--- src/rtl/trap_sequencer.sv ---
// Machine-mode trap sequencer: error report -> CSR writes -> mtvec redirect.
// Freezes/flushes the pipeline during entry, returns to mepc on mret.
//
// Ports:
//   clk, rstn          clock, async active-low reset
//   error[3:0]         error code (0 = none)
//   error_info[31:0]   faulting value, written to mtval
//   error_pc[31:0]     faulting PC, written to mepc
//   mret_wb            mret retired in WB this cycle
//   mtvec_in[31:0]     current mtvec from the CSR file
//   mepc_in[31:0]      current mepc from the CSR file
//   freeze, flush      pipeline hold / clear
//   pc_redirect        one-cycle PC load strobe
//   redirect_pc[31:0]  PC to load when pc_redirect = 1
//   csr_we/waddr/wdata CSR write port
//   in_trap            a handler is executing
//   double_fault       sticky halt flag
//   trap_count[15:0]   saturating trap entry counter

module trap_sequencer #(
    parameter logic [11:0] MTVAL_ADDR  = 12'h343,
    parameter logic [11:0] MEPC_ADDR   = 12'h341,
    parameter logic [11:0] MCAUSE_ADDR = 12'h342
) (
    input  logic        clk,
    input  logic        rstn,
    input  logic [3:0]  error,
    input  logic [31:0] error_info,
    input  logic [31:0] error_pc,
    input  logic        mret_wb,
    input  logic [31:0] mtvec_in,
    input  logic [31:0] mepc_in,
    output logic        freeze,
    output logic        flush,
    output logic        pc_redirect,
    output logic [31:0] redirect_pc,
    output logic        csr_we,
    output logic [11:0] csr_waddr,
    output logic [31:0] csr_wdata,
    output logic        in_trap,
    output logic        double_fault,
    output logic [15:0] trap_count
);

    localparam logic [2:0] S_IDLE       = 3'd0;
    localparam logic [2:0] S_SET_MTVAL  = 3'd1;
    localparam logic [2:0] S_SET_MEPC   = 3'd2;
    localparam logic [2:0] S_SET_MCAUSE = 3'd3;
    localparam logic [2:0] S_REDIRECT   = 3'd4;
    localparam logic [2:0] S_HANDLER    = 3'd5;
    localparam logic [2:0] S_RETURN     = 3'd6;
    localparam logic [2:0] S_HALT       = 3'd7;

    logic [2:0]  state;
    logic [2:0]  state_nx;
    logic [3:0]  code_q;
    logic [31:0] info_q;
    logic [31:0] pc_q;
    logic [31:0] mcause;
    logic        take_trap;

    assign take_trap = (state == S_IDLE) && (error != 4'd0);

    // Architectural cause codes for the core's internal error classes;
    // unassigned codes land in the custom range starting at 24.
    always_comb begin
        mcause = 32'd24 + {28'd0, code_q};
        unique case (1'b1)
            (code_q == 4'd1): mcause = 32'd3;
            (code_q == 4'd2): mcause = 32'd24;
            (code_q == 4'd3): mcause = 32'd5;
            (code_q == 4'd4): mcause = 32'd2;
            default:          mcause = 32'd24 + {28'd0, code_q};
        endcase
    end

    always_comb begin
        state_nx = state;
        case (state)
            S_IDLE: begin
                if (error != 4'd0)
                    state_nx = S_SET_MTVAL;
            end
            S_SET_MTVAL:  state_nx = S_SET_MEPC;
            S_SET_MEPC:   state_nx = S_SET_MCAUSE;
            S_SET_MCAUSE: state_nx = S_REDIRECT;
            S_REDIRECT:   state_nx = S_HANDLER;
            S_HANDLER: begin
                // A fault inside the handler wins over a concurrent mret.
                if (error != 4'd0)
                    state_nx = S_HALT;
                else if (mret_wb)
                    state_nx = S_RETURN;
            end
            S_RETURN: state_nx = S_IDLE;
            S_HALT:   state_nx = S_HALT;
            default:  state_nx = S_IDLE;
        endcase
    end

    always_ff @(posedge clk or negedge rstn) begin
        if (!rstn) begin
            state <= S_IDLE;
        end else begin
            state <= state_nx;
        end
    end

    always_ff @(posedge clk or negedge rstn) begin
        if (!rstn) begin
            code_q <= 4'd0;
            info_q <= 32'd0;
            pc_q   <= 32'd0;
        end else if (take_trap) begin
            code_q <= error;
            info_q <= error_info;
            pc_q   <= error_pc;
        end
    end

    always_ff @(posedge clk or negedge rstn) begin
        if (!rstn) begin
            trap_count <= 16'd0;
        end else if (take_trap && (trap_count != 16'hFFFF)) begin
            trap_count <= trap_count + 16'd1;
        end
    end

    // HALT is only left through reset, so the state itself is the sticky flag.
    assign double_fault = (state == S_HALT);

    always_comb begin
        freeze      = 1'b0;
        flush       = 1'b0;
        pc_redirect = 1'b0;
        redirect_pc = 32'd0;
        csr_we      = 1'b0;
        csr_waddr   = 12'd0;
        csr_wdata   = 32'd0;
        in_trap     = 1'b0;
        case (state)
            S_SET_MTVAL: begin
                freeze    = 1'b1;
                flush     = 1'b1;
                csr_we    = 1'b1;
                csr_waddr = MTVAL_ADDR;
                csr_wdata = info_q;
            end
            S_SET_MEPC: begin
                freeze    = 1'b1;
                flush     = 1'b1;
                csr_we    = 1'b1;
                csr_waddr = MEPC_ADDR;
                csr_wdata = pc_q;
            end
            S_SET_MCAUSE: begin
                freeze    = 1'b1;
                flush     = 1'b1;
                csr_we    = 1'b1;
                csr_waddr = MCAUSE_ADDR;
                csr_wdata = mcause;
            end
            S_REDIRECT: begin
                // Direct mode only: mode bits of mtvec are masked off.
                flush       = 1'b1;
                pc_redirect = 1'b1;
                redirect_pc = mtvec_in & 32'hFFFF_FFFC;
            end
            S_HANDLER: begin
                in_trap = 1'b1;
            end
            S_RETURN: begin
                flush       = 1'b1;
                pc_redirect = 1'b1;
                redirect_pc = mepc_in & 32'hFFFF_FFFC;
            end
            S_HALT: begin
                freeze  = 1'b1;
                in_trap = 1'b1;
            end
            default: begin
                freeze = 1'b0;
            end
        endcase
    end

endmodule

--- config.mk ---
export PLATFORM = sky130hd
export DESIGN_NAME = trap_sequencer
export DESIGN_NICKNAME = d
export VERILOG_FILES = /design/src/rtl/trap_sequencer.sv
export SDC_FILE = /design/constraint.sdc
export NUM_CORES = 1
export LEC_CHECK = 0
export ABC_AREA = 1
export CAP_MARGIN = 5
export CORE_MARGIN = 4
export CORE_UTILIZATION = 37
export DETAILED_ROUTE_END_ITERATION = 8
export PLACE_DENSITY = 0.77
export SLEW_MARGIN = 20
export SYNTH_ARGS = -nofsm -noshare
export SYNTH_HDL_FRONTEND = slang
export SYNTH_SLANG_ARGS = --single-unit
--- constraint.sdc ---
create_clock -name clk -period 1.5 [get_ports clk]
set_input_delay 0.225 -clock clk [delete_from_list [all_inputs] [get_ports clk]]
set_output_delay 0.225 -clock clk [all_outputs]
set_load 0.02 [all_outputs]
==> flow_summary.json, run 1 <==
{
  "syn_inst": 659,
  "crit_arrival_ns": 1.79,
  "viasPerCell": 5.21,
  "status": "finished with violations",
  "fin_skew_ns": 0.00730,
  "synth_common_cells": "317 x nand2_1, 87 x dfrtp_1, 79 x nand3_1",
  "fp-row-count": 41,
  "diodes": 0,
  "cts_tree": "yes",
  "crit_path_end_kind": "output pin",
  "yosysMostFrequentCell": "nand2_1",
  "rr_startpoint": "state[0]",
  "async_reset_ff_share_pct": 100,
  "drive_gt1_share_pct": 31.8,
  "cts_root_buf": "clkbuf_16",
  "cts_max_path_buffers": 2,
  "yosys.area.top_type": "dfrtp_1",
  "setup.worst_path.start": "state[0]",
  "synth_area_per_cell_sq_um": 7.22,
  "powerDensity_nw_per_um2": 2040,
  "slowest_delay_ns": 0.41,
  "clkPwrFrac_pct": 12.8,
  "drt_iter0_drc": 463,
  "grt_pass1_vias": 5437,
  "clkSinkCount": 87,
  "rr_worst_depth": 10,
  "grt_max_degree": 88,
  "utilization_pct": 73.3,
  "syn_area_sq_um": 4760,
  "p_leak_nw": 4.42,
  "synth_top_area_share_pct": 45.7,
  "hp-start": "error_pc[23]",
  "io_pins": 233,
  "hpwl_microns": 12300,
  "finalSetupViolations": 159,
  "port_buffers": 219,
  "crit_required_ns": 1.27,
  "p_sw_share_pct": 42.9,
  "drv_slew": 0,
  "chipHeight_microns": 121,
  "clkLatencyLatePin_ns": 0.34,
  "crit_slowest_cell": "dfrtp_1",
  "p_switching_mw": 8.10,
  "setup_slack_ns": -0.520,
  "finalCritPeriodShare_pct": 135,
  "cts_buffers": 9,
  "worst-setup-path-type": "flip-flop to output pin",
  "seq_area_frac_synth_pct": 45.7,
  "p_comb_share_pct": 65.2,
  "synth-seq-cells": 87,
  "antenna_found_initial": 0,
  "min_path_type": "primary input to flip-flop",
  "timing.fmax_ghz": 0.495,
  "grt_use_total_pct": 25.3,
  "violations": "setup timing",
  "power_frac_seq_pct": 22.1,
  "core_sq_um": 12600,
  "ant_nets": 0,
  "syn_to_final_growth_pct": 94.3,
  "yosys_warnings": 0,
  "vias": 5876,
  "ys_types": 23,
  "synth_edf_count": 0,
  "routabilityCongestion": 0.829,
  "critical_path.cell_chain": "buf_6 > nor2_4 > buf_12 > buf_16 > buf_6 > nand3_2 > nand2_2 > buf_6",
  "synth-main-ff-cell": "dfrtp_1",
  "totalWireLength_microns": 23000,
  "min_path_cells": 3,
  "ir_drop_v": 0.000918,
  "period_minus_slack_ns": 2.02,
  "timing.setup.tns_ns": -53.53,
  "crit_top_cell": "buf_6",
  "r2r_slack_ns": -0.40,
  "power_mw": 18.9,
  "hold_viol_final": 0,
  "drt-wirelength-per-cell_microns": 20.4,
  "startpoint_type": "flip-flop",
  "r2r-end": "code_q[0]",
  "first_pass_iters": 7,
  "nNetsFinal": 1087,
  "drc": 0,
  "h-tree-depth": 3,
  "post-place-ws_ns": -0.457,
  "die_x_microns": 121,
  "path_max_fanout": 8,
  "synth.area.top_cells": "dfrtp_1 46%, nand2_1 25%, nand3_1 8.3%",
  "clk_pin_slew_ns": 0.06,
  "grt_pass1_wl_microns": 28900,
  "power.internal_mw": 10.8,
  "cap_viol_max_count": 0,
  "dieArea_sq_um": 14700,
  "holdPathEnd": "pc_q[23]",
  "start_util_pct": 37.7,
  "grt_overflow_total": 0,
  "rsz0062_at_grt": "true"
}
[registers in the layout (all words and copies together), names as in the netlist, named ones only]
signal / count
trap_count: 16
code_q: 4
pc_q: 32
state: 2
info_q: 32
[metal layers]
layer | up-vias | track usage (%) | wire (microns)
li1 | 2688 | - | -
met1 | 2787 | 29.0 | 8150
met2 | 314 | 45.3 | 11600
met3 | 87 | 7.13 | 2190
met4 | 0 | 8.19 | 1100
met5 | - | 0 | 0
[final cells by class]
cell class / count / area, sq um
fillers: 848 / 3370
repair buffers: 320 / 3640
clock inverters: 7 / 95.1
inverters: 28 / 110
clock buffers: 9 / 225
multi-input cells: 505 / 2780
flip-flops and latches: 87 / 2180
well taps: 172 / 215
[cells by family after synthesis]
logic type / synth area share [%]
simple gates: 38.0
buf+inv: 7.57
other cells: 0.0788
xor+xnor: 1.10
compound gates: 7.20
fa+ha+maj: 0.263
flops: 45.7
[worst max-delay path by stage]
stage,to
floorplan,csr_wdata[10]
global placement,csr_wdata[9]
detailed placement,csr_wdata[3]
CTS,redirect_pc[19]
global route,redirect_pc[22]
finish,redirect_pc[22]
[worst max-delay path: cells and delay by family (launching register included)]
kind	cells	cell delay, ns
buf+inv	5	0.67
simple gates	3	0.36
flops	1	0.41
[through the flow]
stage / std cells / hold WS, ns / cell area [sq um]
detailed placement: 1063 / 0.302 / 7470
CTS: 1111 / 0.409 / 8490
global placement: 1063 / 0.305 / 7470
global route: 1128 / 0.420 / 9250
finish: 1128 / 0.421 / 9250
floorplan: 667 / -0.0706 / 4810
[what timing repair did]
| item | CTS | global route |
|---|---|---|
| hold endpoints to repair | 87 | 0 |
| pin swaps | 17 | 39 |
| cloned | 15 | 5 |
| hold buffers | 1 | 0 |
| gates resized for setup | 392 | 193 |
| buffers inserted | 16 | 16 |
| endpoints found under the setup margin | 173 | 161 |
[cell usage in the layout, fill, tap and decap left out, types with 3 or more instances in the layout]
cell type | netlist | layout
nand2_1 | 317 | 285
a22o_1 | 26 | 25
buf_16 | 0 | 9
nand2_4 | 0 | 3
buf_4 | 18 | 50
nand3_2 | 0 | 41
nand3b_1 | 3 | 3
o21ai_1 | 2 | 3
clkdlybuf4s50_1 | 0 | 129
bufbuf_16 | 0 | 4
dfrtp_2 | 0 | 3
nor2_2 | 0 | 5
conb_1 | 1 | 9
nand3_1 | 79 | 28
clkbuf_16 | 0 | 11
inv_2 | 2 | 5
nand3_4 | 0 | 10
o21ai_0 | 19 | 14
buf_8 | 0 | 3
inv_1 | 26 | 21
buf_12 | 0 | 18
nor2_4 | 3 | 5
nand4_1 | 6 | 6
nor2_1 | 29 | 22
o21ai_2 | 0 | 4
buf_6 | 0 | 87
dlygate4sd2_1 | 0 | 14
xnor2_1 | 4 | 4
dfrtp_1 | 87 | 84
nand2_2 | 2 | 30
[power groups by stage]
stage | Clock, mW | Sequential, mW | Combinational (mW)
2_1_floorplan | 0 | 4.10 | 4.40
3_3_place_gp | 0 | 4.12 | 8.33
3_5_place_dp | 0 | 4.13 | 8.47
4_1_cts | 2.46 | 4.12 | 10.2
5_1_grt | 2.58 | 4.26 | 12.9
6_report | 2.41 | 4.17 | 12.3
No activity file was read; power rests on OpenSTA's default activity.
==> run 2: changes to the inputs <==
--- a/config.mk
+++ b/config.mk
@@ -6,9 +6,11 @@
 export NUM_CORES = 1
 export LEC_CHECK = 0
 export ABC_AREA = 1
+export ABC_CLOCK_PERIOD_IN_PS = 1500
 export CAP_MARGIN = 5
 export CORE_MARGIN = 4
 export CORE_UTILIZATION = 37
+export CTS_CLUSTER_SIZE = 14
 export DETAILED_ROUTE_END_ITERATION = 8
 export PLACE_DENSITY = 0.77
 export SLEW_MARGIN = 20
==> results of run 2 <==
No change in the layout: final DEF, timing and power equal those of run 1.
